--- src/rtl/dsp_pipe_ctrl.sv ---
// Purpose: clock-enable / reset controller for a DSP slice's optional pipeline registers, tracking valid data per stage.
// Latency: S1REG+S2REG+S3REG+S4REG cycles from accept to out_valid (combinational pass-through when no stage is enabled).
// Backpressure: global stall; a held result with out_ready low freezes every stage and drops in_ready, with no bubble compression.
module dsp_pipe_ctrl #(
  parameter int S1REG       = 1,
  parameter int S2REG       = 1,
  parameter int S3REG       = 1,
  parameter int S4REG       = 1,
  parameter int INIT_CYCLES = 2
) (
  input  logic       clk,
  input  logic       rst,
  input  logic       in_valid,
  output logic       in_ready,
  output logic       out_valid,
  input  logic       out_ready,
  input  logic       flush,
  output logic       ce_s1,
  output logic       ce_s2,
  output logic       ce_s3,
  output logic       ce_s4,
  output logic       rst_pipe,
  output logic [2:0] inflight,
  output logic       busy
);

  // Bit k marks stage k+1 as physically present in the slice.
  localparam logic [3:0] STG_EN   = {S4REG != 0, S3REG != 0, S2REG != 0, S1REG != 0};
  localparam bit         HAS_PIPE = (STG_EN != 4'b0000);
  // INIT lasts INIT_CYCLES cycles; the counter runs 0 .. INIT_CYCLES-1.
  localparam logic [3:0] INIT_LAST = 4'(INIT_CYCLES - 1);

  typedef enum logic [1:0] {
    ST_INIT  = 2'd0,
    ST_RUN   = 2'd1,
    ST_FLUSH = 2'd2
  } state_t;

  state_t     state_q, state_d;
  logic [3:0] cnt_q, cnt_d;
  logic [3:0] vld_q, vld_d;
  logic       run;
  logic       flush_take;
  logic       pipe_ov;
  logic       adv;
  logic       carry;

  // Next-state logic: INIT counts out the slice reset, RUN moves data, FLUSH is a single clearing cycle.
  always_comb begin
    state_d = state_q;
    cnt_d   = cnt_q;
    case (state_q)
      ST_INIT: begin
        if (cnt_q == INIT_LAST) begin
          state_d = ST_RUN;
          cnt_d   = 4'd0;
        end else begin
          cnt_d = cnt_q + 4'd1;
        end
      end
      ST_RUN: begin
        if (flush) state_d = ST_FLUSH;
      end
      ST_FLUSH: begin
        // A flush arriving here is ignored; always one cycle only.
        state_d = ST_RUN;
      end
      default: begin
        state_d = ST_INIT;
        cnt_d   = 4'd0;
      end
    endcase
  end

  // State register plus rst_pipe, which is registered from the next state so it never glitches.
  always_ff @(posedge clk) begin
    if (rst) begin
      state_q  <= ST_INIT;
      cnt_q    <= 4'd0;
      rst_pipe <= 1'b1;
    end else begin
      state_q  <= state_d;
      cnt_q    <= cnt_d;
      rst_pipe <= (state_d != ST_RUN);
    end
  end

  // Stall decision: the last enabled stage drives out_valid; a result nobody takes freezes everything.
  always_comb begin
    run        = (state_q == ST_RUN);
    flush_take = run & flush;
    pipe_ov    = 1'b0;
    for (int k = 0; k < 4; k++) begin
      if (STG_EN[k]) pipe_ov = vld_q[k];
    end
    adv = run & ~(pipe_ov & ~out_ready);
  end

  // Valid chain: each present stage loads from the nearest present stage upstream (or in_valid).
  always_comb begin
    vld_d = vld_q;
    carry = in_valid;
    if (flush_take || state_q == ST_FLUSH) begin
      // Clearing on the flush edge also discards an operand accepted in that same cycle.
      vld_d = 4'b0000;
    end else if (adv) begin
      for (int k = 0; k < 4; k++) begin
        if (STG_EN[k]) begin
          vld_d[k] = carry;
          carry    = vld_q[k];
        end
      end
    end
  end

  // Valid bits for absent stages are masked so they stay zero forever.
  always_ff @(posedge clk) begin
    if (rst) vld_q <= 4'b0000;
    else     vld_q <= vld_d & STG_EN;
  end

  // Occupancy is the popcount of the valid chain.
  always_comb begin
    inflight = 3'd0;
    for (int k = 0; k < 4; k++) begin
      inflight = inflight + {2'b00, vld_q[k]};
    end
  end

  assign ce_s1 = adv & STG_EN[0];
  assign ce_s2 = adv & STG_EN[1];
  assign ce_s3 = adv & STG_EN[2];
  assign ce_s4 = adv & STG_EN[3];

  // With no registers the controller is a straight wire gated by RUN.
  assign in_ready  = HAS_PIPE ? adv     : (run & out_ready);
  assign out_valid = HAS_PIPE ? pipe_ov : (run & in_valid);
  assign busy      = (state_q != ST_RUN) | (inflight != 3'd0);

endmodule

--- config.mk ---
export PLATFORM = sky130hd
export DESIGN_NAME = dsp_pipe_ctrl
export DESIGN_NICKNAME = d
export VERILOG_FILES = /design/src/rtl/dsp_pipe_ctrl.sv
export SDC_FILE = /design/constraint.sdc
export NUM_CORES = 1
export LEC_CHECK = 0
export BUFFER_PORTS_ARGS = -buffer_cell sky130_fd_sc_hd__buf_4
export CAP_MARGIN = 30
export CORE_MARGIN = 2
export CORE_UTILIZATION = 45
export DETAILED_ROUTE_END_ITERATION = 8
export PLACE_DENSITY = 0.72
export SYNTH_ARGS = -nofsm -noshare
export SYNTH_HDL_FRONTEND = slang
export SYNTH_SLANG_ARGS = --single-unit
--- constraint.sdc ---
create_clock -name clk -period 2 [get_ports clk]
set_input_delay 0.3 -clock clk [delete_from_list [all_inputs] [get_ports clk]]
set_output_delay 0.3 -clock clk [all_outputs]
set_load 0.1 [all_outputs]
## Word-level counts from Yosys, hierarchy flattened

Index checks and enable logic that the tools add are counted.

- Equal/unequal tests: 5
- Mux-type cells: 5
- Bitwise operators: 6
- Add/sub/neg operators: 4
- Reduce and logical (&&, ||, !) cells: 5

Operators with widths:

| operator | number |
|---|---|
| 4-bit one-hot mux with 2 select lines | 1 |
| 2-bit one-hot mux with 3 select lines | 1 |
| 4-bit by 1-bit adder with 4-bit output (second input constant) | 1 |
| 4-bit by 1-bit equality test with 1-bit output (second input constant) | 1 |
| 2-bit 2-to-1 mux | 2 |
| 4-bit 2-to-1 mux | 1 |
| 2-bit by 1-bit inequality test with 1-bit output (second input constant) | 2 |
| 2-bit OR reduction | 2 |
| 2-bit by 1-bit adder with 3-bit output | 1 |
| 3-bit by 1-bit adder with 3-bit output | 1 |
| 1-bit AND | 3 |
| 3-bit nonzero test | 1 |
| 1-bit by 1-bit adder with 2-bit output | 1 |
| 2-bit by 1-bit equality test with 1-bit output (second input constant) | 1 |
| 2-bit equality test (second input constant) | 1 |
| 2-bit logical NOT | 1 |
| 1-bit NOT | 2 |
| 1-bit logical OR | 1 |
| 1-bit bitwise OR | 1 |

- Logic and storage cells: 29
- Output and inout bits: 11
- Register bits: 11

## Depth between registers and ports, before layout

Gate-level depths: netlist (run 1).

- Depth in word-level cells: 5
- Gate-level depth with buffers: 6
- Mapped depth without buffers: 6

## Worst setup path before layout (run 1)

No wires, ideal clock.

- Path kind: reg2out
- Start: register vld_q[3]
- End: output busy
- Required time: 1700 ps
- Arrival: 3639 ps
- Path slack: -1939 ps
- Stages on the path, launching flop included: 7
- Path through: dfxtp_1 inv_1 fa_1 inv_1 ha_1 ha_1 or4_1

- Word-level cells in the longest chain between the ends: 3

RTL lines:

| element | line | RTL |
|---|---|---|
| start: declaration | 41 | `logic [3:0] vld_q, vld_d;` |
| start signal: assignment | 119 | `else vld_q <= vld_d & STG_EN;` |
| 3-bit by 1-bit adder with 3-bit output | 126 | `inflight = inflight + {2'b00, vld_q[k]};` |
| via inflight[1] | 23 | `output logic [2:0] inflight,` |
| 3-bit nonzero test | 138 | `assign busy = (state_q != ST_RUN) \| (inflight != 3'd0);` |
| 1-bit bitwise OR | 138 |  |
| end: declaration | 24 | `output logic busy` |

The timed path passes the listed nets, and every way through them passes these cells.

## Worst setup path after layout (run 1)

- Start: register vld_q[3]
- End: output busy

- Word-level cells in the longest chain between the ends: 3

RTL lines:

| element | line |
|---|---|
| 3-bit by 1-bit adder with 3-bit output | 126 |
| 3-bit nonzero test | 138 |
| 1-bit bitwise OR | 138 |

No other way between the ends.

==> results.json, run 1 <==
{
  "final_cells": 114,
  "synth_seq_area_share": 0.329,
  "power_frac_comb": 0.642,
  "maxCapViolCount": 0,
  "route.detailed.drc": 0,
  "synth_area_leaders": "dfxtp_1 33%, ha_1 15%, a21oi_1 6.0%",
  "globalRoute.totalOverflow": 0,
  "synth_edf_count": 0,
  "path_clk_slew_ps": 70,
  "path_max_fanout": 2,
  "synth_ff_type": "dfxtp_1",
  "pin_count": 16,
  "finalMaxSlewViolations": 0,
  "yosysMostFrequentCell": "dfxtp_1",
  "wl_met1_um": 627,
  "async_flop_share": 0,
  "netSwitchingFraction": 0.531,
  "finalSetupViolations": 3,
  "grt_max_degree": 10,
  "maxSlewHeadroom": 0.697,
  "crit_required_ps": 1700,
  "first_pass_iters": 4,
  "start_util": 0.496,
  "insertion_delay_ps": 260,
  "dieHeight_um": 42.6,
  "area_delta_synth_final_pct": 39.4,
  "routabilityCongestion": 0.780,
  "switching_power_mw": 0.653,
  "syn_area_sq_um": 669,
  "drt-wirelength-per-cell_um": 13.1,
  "ant_nets": 0,
  "antenna_cells": 0,
  "finalWorstSetupSlack_ps": -587,
  "vias": 618,
  "cts_tree": "done",
  "finalClockSkew_ps": 0.889,
  "track_usage": 0.188,
  "clockBufferDepth": 2,
  "cts_buffers": 3,
  "cp.arrival_ps": 2290,
  "met2_length_um": 772,
  "power_density_nw_per_um2": 1320,
  "synthCells": 79,
  "routed.top_layer": "met4",
  "critPathLaunchType": "register",
  "antenna_found_initial": 0,
  "netlist_top_cells_count": "11 x dfxtp_1, 9 x inv_1, 8 x a21oi_1, 8 x ha_1, 6 x nor2_1",
  "grt_pass1_wl_um": 2540,
  "final-hold-violation-count": 0,
  "wl_met3_um": 83,
  "numPortBuffers": 15,
  "p_int_mw": 0.577,
  "first_global_vias": 589,
  "hp-class": "primary input to register",
  "synth_cell_types": 28,
  "root_buffer": "clkbuf_4",
  "power_frac_seq": 0.239,
  "fin_nets": 114,
  "cts_hold_buf": 0,
  "drive_above_1_share": 0.354,
  "power.total_mw": 1.23,
  "cts.sinks": 11,
  "yosys_warnings": 0,
  "dieArea_sq_um": 1810,
  "hpwlAfterDp_um": 1050,
  "syn_avg_cell_area_sq_um": 8.47,
  "end_kind": "output port",
  "dp_cells": 107,
  "period_minus_slack_ps": 2590,
  "first_iter_violations": 9,
  "ir_drop_mv": 0.760,
  "fmax_mhz": 387,
  "yosys_register_bits": 11,
  "die_w_um": 42.6,
  "crit_type": "register to output port",
  "wl_um": 1490,
  "synth_nets": 93,
  "whs_path_depth": 2,
  "rr_worst_depth": 5,
  "fin_crit_sh": 1.29,
  "core_area_sq_um": 1350,
  "rsz0062_at_grt": "yes",
  "via_per_inst": 5.42,
  "htreeDepth": 1,
  "outcome": "finished with violations",
  "violations": "setup timing",
  "yosys.area.top_type": "dfxtp_1",
  "synth_top_area_share": 0.329,
  "row_count": 13,
  "tightest_slew_ps": 454,
  "p_leak_nw": 0.386,
  "clkPwrFrac": 0.119
}
## flip-flops by register name, summed over array words and instances, names as in the netlist
register  count
rst_pipe      1
state_q       2
cnt_q         4
vld_q         4
## power by group through the flow
| stage | logic, mW | clock network, mW | registers [mW] |
|---|---|---|---|
| final | 0.790 | 0.146 | 0.294 |
| after global routing | 0.841 | 0.162 | 0.303 |
| after CTS | 0.786 | 0.152 | 0.294 |
| after detailed placement | 0.742 | 0 | 0.299 |
| after global placement | 0.733 | 0 | 0.298 |
| after floorplan | 0.629 | 0 | 0.328 |
## layout by cell type (no fill, tap or decap), drive strengths merged
cell type / netlist / routed
or3: 2 / 2
nand3b: 1 / 1
nand2: 3 / 3
inv: 9 / 9
nand2b: 1 / 1
a31oi: 1 / 1
nor2: 6 / 6
nor2b: 2 / 2
nand3: 3 / 3
o21ai: 5 / 5
clkbuf: 0 / 4
a32oi: 1 / 1
nand4bb: 1 / 1
a21oi: 8 / 8
fa: 1 / 1
ha: 8 / 8
a311oi: 1 / 1
a211o: 1 / 1
nor3: 1 / 1
a22oi: 1 / 1
or2: 1 / 1
or4: 1 / 1
o211ai: 1 / 1
buf: 6 / 22
dfxtp: 11 / 11
or3b: 1 / 1
nand4: 1 / 1
or4b: 1 / 1
## path summary, 6_finish.rpt
path / slack [ps] / startpoint / end
min: 260 / rst / cnt_q[2]
min reg2reg: 480 / vld_q[1] / vld_q[1]
max: -590 / vld_q[3] / busy
max reg2reg: 320 / state_q[0] / cnt_q[3]
## worst max-delay path, cell delays in order (launching register included)
cell and delay [ps]:
dfxtp_4 360, inv_4 30, fa_1 550, inv_2 50, ha_4 150, ha_4 150
or4_4 550, buf_12 180
## routing by layer
layer | vias to the layer above | global-route usage
met5 | - | 0
met4 | 0 | 0.0188
met3 | 2 | 0.0776
met2 | 16 | 0.326
met1 | 291 | 0.223
li1 | 309 | -
## through the flow
| stage | hold WS (ps) | instance area, sq um | setup TNS (ps) | setup slack (ps) | utilization |
|---|---|---|---|---|---|
| floorplan | 369 | 724 | -692 | -671 | - |
| global placement | 463 | 831 | -381 | -381 | 0.615 |
| detailed placement | 468 | 831 | -424 | -424 | 0.615 |
| CTS | 248 | 926 | -905 | -588 | 0.686 |
| global route | 257 | 933 | -1090 | -645 | 0.691 |
| finish | 257 | 933 | -874 | -587 | 0.691 |
## kinds of logic after synthesis
kind of cell               count (synthesis)  share of synthesized area
AOI/OAI and AO/OA                         19                      0.168
adders and majority gates                  9                      0.179
and+or+nand+nor                           25                      0.213
DFF                                       11                      0.329
buffers and inverters                     15                      0.110
## area by class of cell
cell class,count,area [sq um]
clock buffers,4,26.3
fillers,114,417
inverters,9,36.3
multi-input cells,53,412
flip-flops and latches,11,225
well taps,15,18.8
repair buffers,22,215
## what timing repair did
action                                  4_1_cts  5_1_grt
endpoints found under the setup margin        4        4
pin swaps                                     3        0
setup buffers                                 2        1
resized for setup                            15        0
hold endpoints to repair                      0        0
(Power assumes the default switching activity.)
==> inputs of run 2 (changes only) <==
--- a/config.mk
+++ b/config.mk
@@ -9,8 +9,10 @@
 export CAP_MARGIN = 30
 export CORE_MARGIN = 2
 export CORE_UTILIZATION = 45
+export CTS_CLUSTER_SIZE = 14
 export DETAILED_ROUTE_END_ITERATION = 8
 export PLACE_DENSITY = 0.72
 export SYNTH_ARGS = -nofsm -noshare
 export SYNTH_HDL_FRONTEND = slang
 export SYNTH_SLANG_ARGS = --single-unit
+export TNS_END_PERCENT = 30
==> run 2 against run 1 <==
Effect of this change:
- the flow still finishes with violations (setup timing)
- combinational power increased by 2%
- via count rose by 2.4%
- die area stayed put
- sequential cell count unchanged
- sequential power rose by 1%
- critical path depth unchanged
- power grew 1.5%
- first-iteration DRC count increased by 22%
- maximum frequency increased by 0.16%
- critical endpoint unchanged
==> results.json, run 2 (synthesis results as in run 1) <==
{
  "outcome": "finished with violations",
  "violations": "setup timing",
  "path_max_fanout": 2,
  "reg.largest.list": "cnt_q: 4 flops, vld_q: 4 flops, state_q: 2 flops",
  "power_density_nw_per_um2": 1350,
  "cts.sinks": 11,
  "htreeDepth": 1,
  "numPortBuffers": 15,
  "hp-class": "primary input to register",
  "rr_worst_depth": 5,
  "vias": 633,
  "cts_buffers": 3,
  "cp.arrival_ps": 2280,
  "antenna_found_initial": 0,
  "crit_required_ps": 1700,
  "antenna_cells": 0,
  "core_area_sq_um": 1350,
  "via_per_inst": 5.60,
  "final_common_cell": "buf_4",
  "n_fill_cell": 111,
  "worstReg2RegStart": "state_q[0]",
  "period_minus_slack_ps": 2580,
  "most-common-layout-cells": "17 x buf_4, 8 x a21oi_1, 8 x dfxtp_1",
  "final-hold-violation-count": 0,
  "globalRoute.totalOverflow": 0,
  "die_w_um": 42.6,
  "route.detailed.drc": 0,
  "root_buffer": "clkbuf_4",
  "hpwlAfterDp_um": 988,
  "path_clk_slew_ps": 70,
  "max_stage_delay_ps": 550,
  "slowest_stage": "fa_1",
  "wl_um": 1500,
  "r2r_end": "cnt_q[3]",
  "fin_nets": 113,
  "path_buf_inv": 3,
  "rrSetupSlack_ps": 330,
  "pin_count": 16,
  "clockBufferDepth": 2,
  "p_leak_nw": 0.382,
  "fin_crit_sh": 1.29,
  "ir_drop_mv": 0.825,
  "critPathLaunchType": "register",
  "first_iter_violations": 11,
  "finalWorstSetupSlack_ps": -583,
  "whs_endpoint": "cnt_q[3]",
  "hold_start": "rst",
  "row_count": 13,
  "cts_hold_buf": 0,
  "track_usage": 0.194,
  "cts_tree": "done",
  "start_util": 0.496,
  "end_kind": "output port",
  "first_pass_iters": 4,
  "dp_cells": 108,
  "finalMaxSlewViolations": 0,
  "whs_path_depth": 2,
  "tightest_slew_ps": 451,
  "rsz0062_at_grt": "yes",
  "grt_max_degree": 10,
  "crit_path_start": "vld_q[1]",
  "drive_above_1_share": 0.367,
  "finalClockSkew_ps": 6.49,
  "power.total_mw": 1.25,
  "grt_pass1_wl_um": 2570,
  "first_global_vias": 565,
  "maxSlewHeadroom": 0.699,
  "maxCapViolCount": 0,
  "ant_nets": 0,
  "drt-wirelength-per-cell_um": 13.2,
  "crit_type": "register to output port",
  "fmax_mhz": 387,
  "final_cells": 113,
  "dieArea_sq_um": 1810,
  "crit_chain": "inv_2, fa_1, inv_2, ha_4, ha_4, or4_4, buf_12",
  "finalSetupViolations": 3,
  "area_delta_synth_final_pct": 38.1,
  "insertion_delay_ps": 270,
  "dieHeight_um": 42.6,
  "path_delay_family": "adder cells",
  "routabilityCongestion": 0.779
}
run 2: cell count changes in the layout (fill, tap and decap cells not counted):
cell,previous run,this run
inv_4,1,0
inv_1,7,6
dfxtp_1,9,8
buf_4,18,17
dfxtp_2,1,2
inv_2,1,3
run 2: layout make-up:
type / instances / area [sq um] / area share
multi-input combinational: 53 / 412 / 0.445
sequential: 11 / 226 / 0.245
timing repair buffer: 21 / 208 / 0.225
inverter: 9 / 33.8 / 0.0365
clock buffer: 4 / 26.3 / 0.0284
tap: 15 / 18.8 / 0.0203
run 2: routing by layer:
layer  part of all wire  vias to the layer above  global-route usage
li1                   -                      313                   -
met1               0.44                      295               0.237
met2               0.49                       23               0.298
met3              0.066                        2              0.0862
met4             0.0054                        0              0.0688
met5                  0                        -                   0
run 2: how the worst max path moves through the flow:
stage	endpoint	slack (ps)	cells after the start
detailed placement	busy	-410	7
floorplan	busy	-680	6
global route	busy	-640	7
global placement	busy	-390	7
CTS	busy	-560	7
finish	busy	-580	7
run 2: metrics by stage:
step	setup TNS [ps]	instance area, sq um	setup slack (ps)	utilization	hold slack, ps
floorplan	-802	703	-676	-	369
global placement	-386	828	-386	0.614	463
detailed placement	-407	828	-407	0.614	468
CTS	-795	925	-555	0.685	238
global route	-1040	925	-639	0.685	239
finish	-857	925	-583	0.685	251
run 2: what timing repair did:
item | 4_1_cts | 5_1_grt
pin swaps | 2 | 0
endpoints found under the setup margin | 4 | 4
buffers inserted | 1 | 0
gates resized for setup | 16 | 1
run 2: power by group:
group	internal, mW	switching, mW
Sequential	0.259	0.0388
Combinational	0.249	0.555
Clock	0.0772	0.0705
run 2: worst reg2reg max path, stage by stage (launching register included):
cell	delay [ps]
dfxtp_1	410
inv_1	90
ha_1	300
nand2b_1	140
or4b_1	500
a31oi_1	160
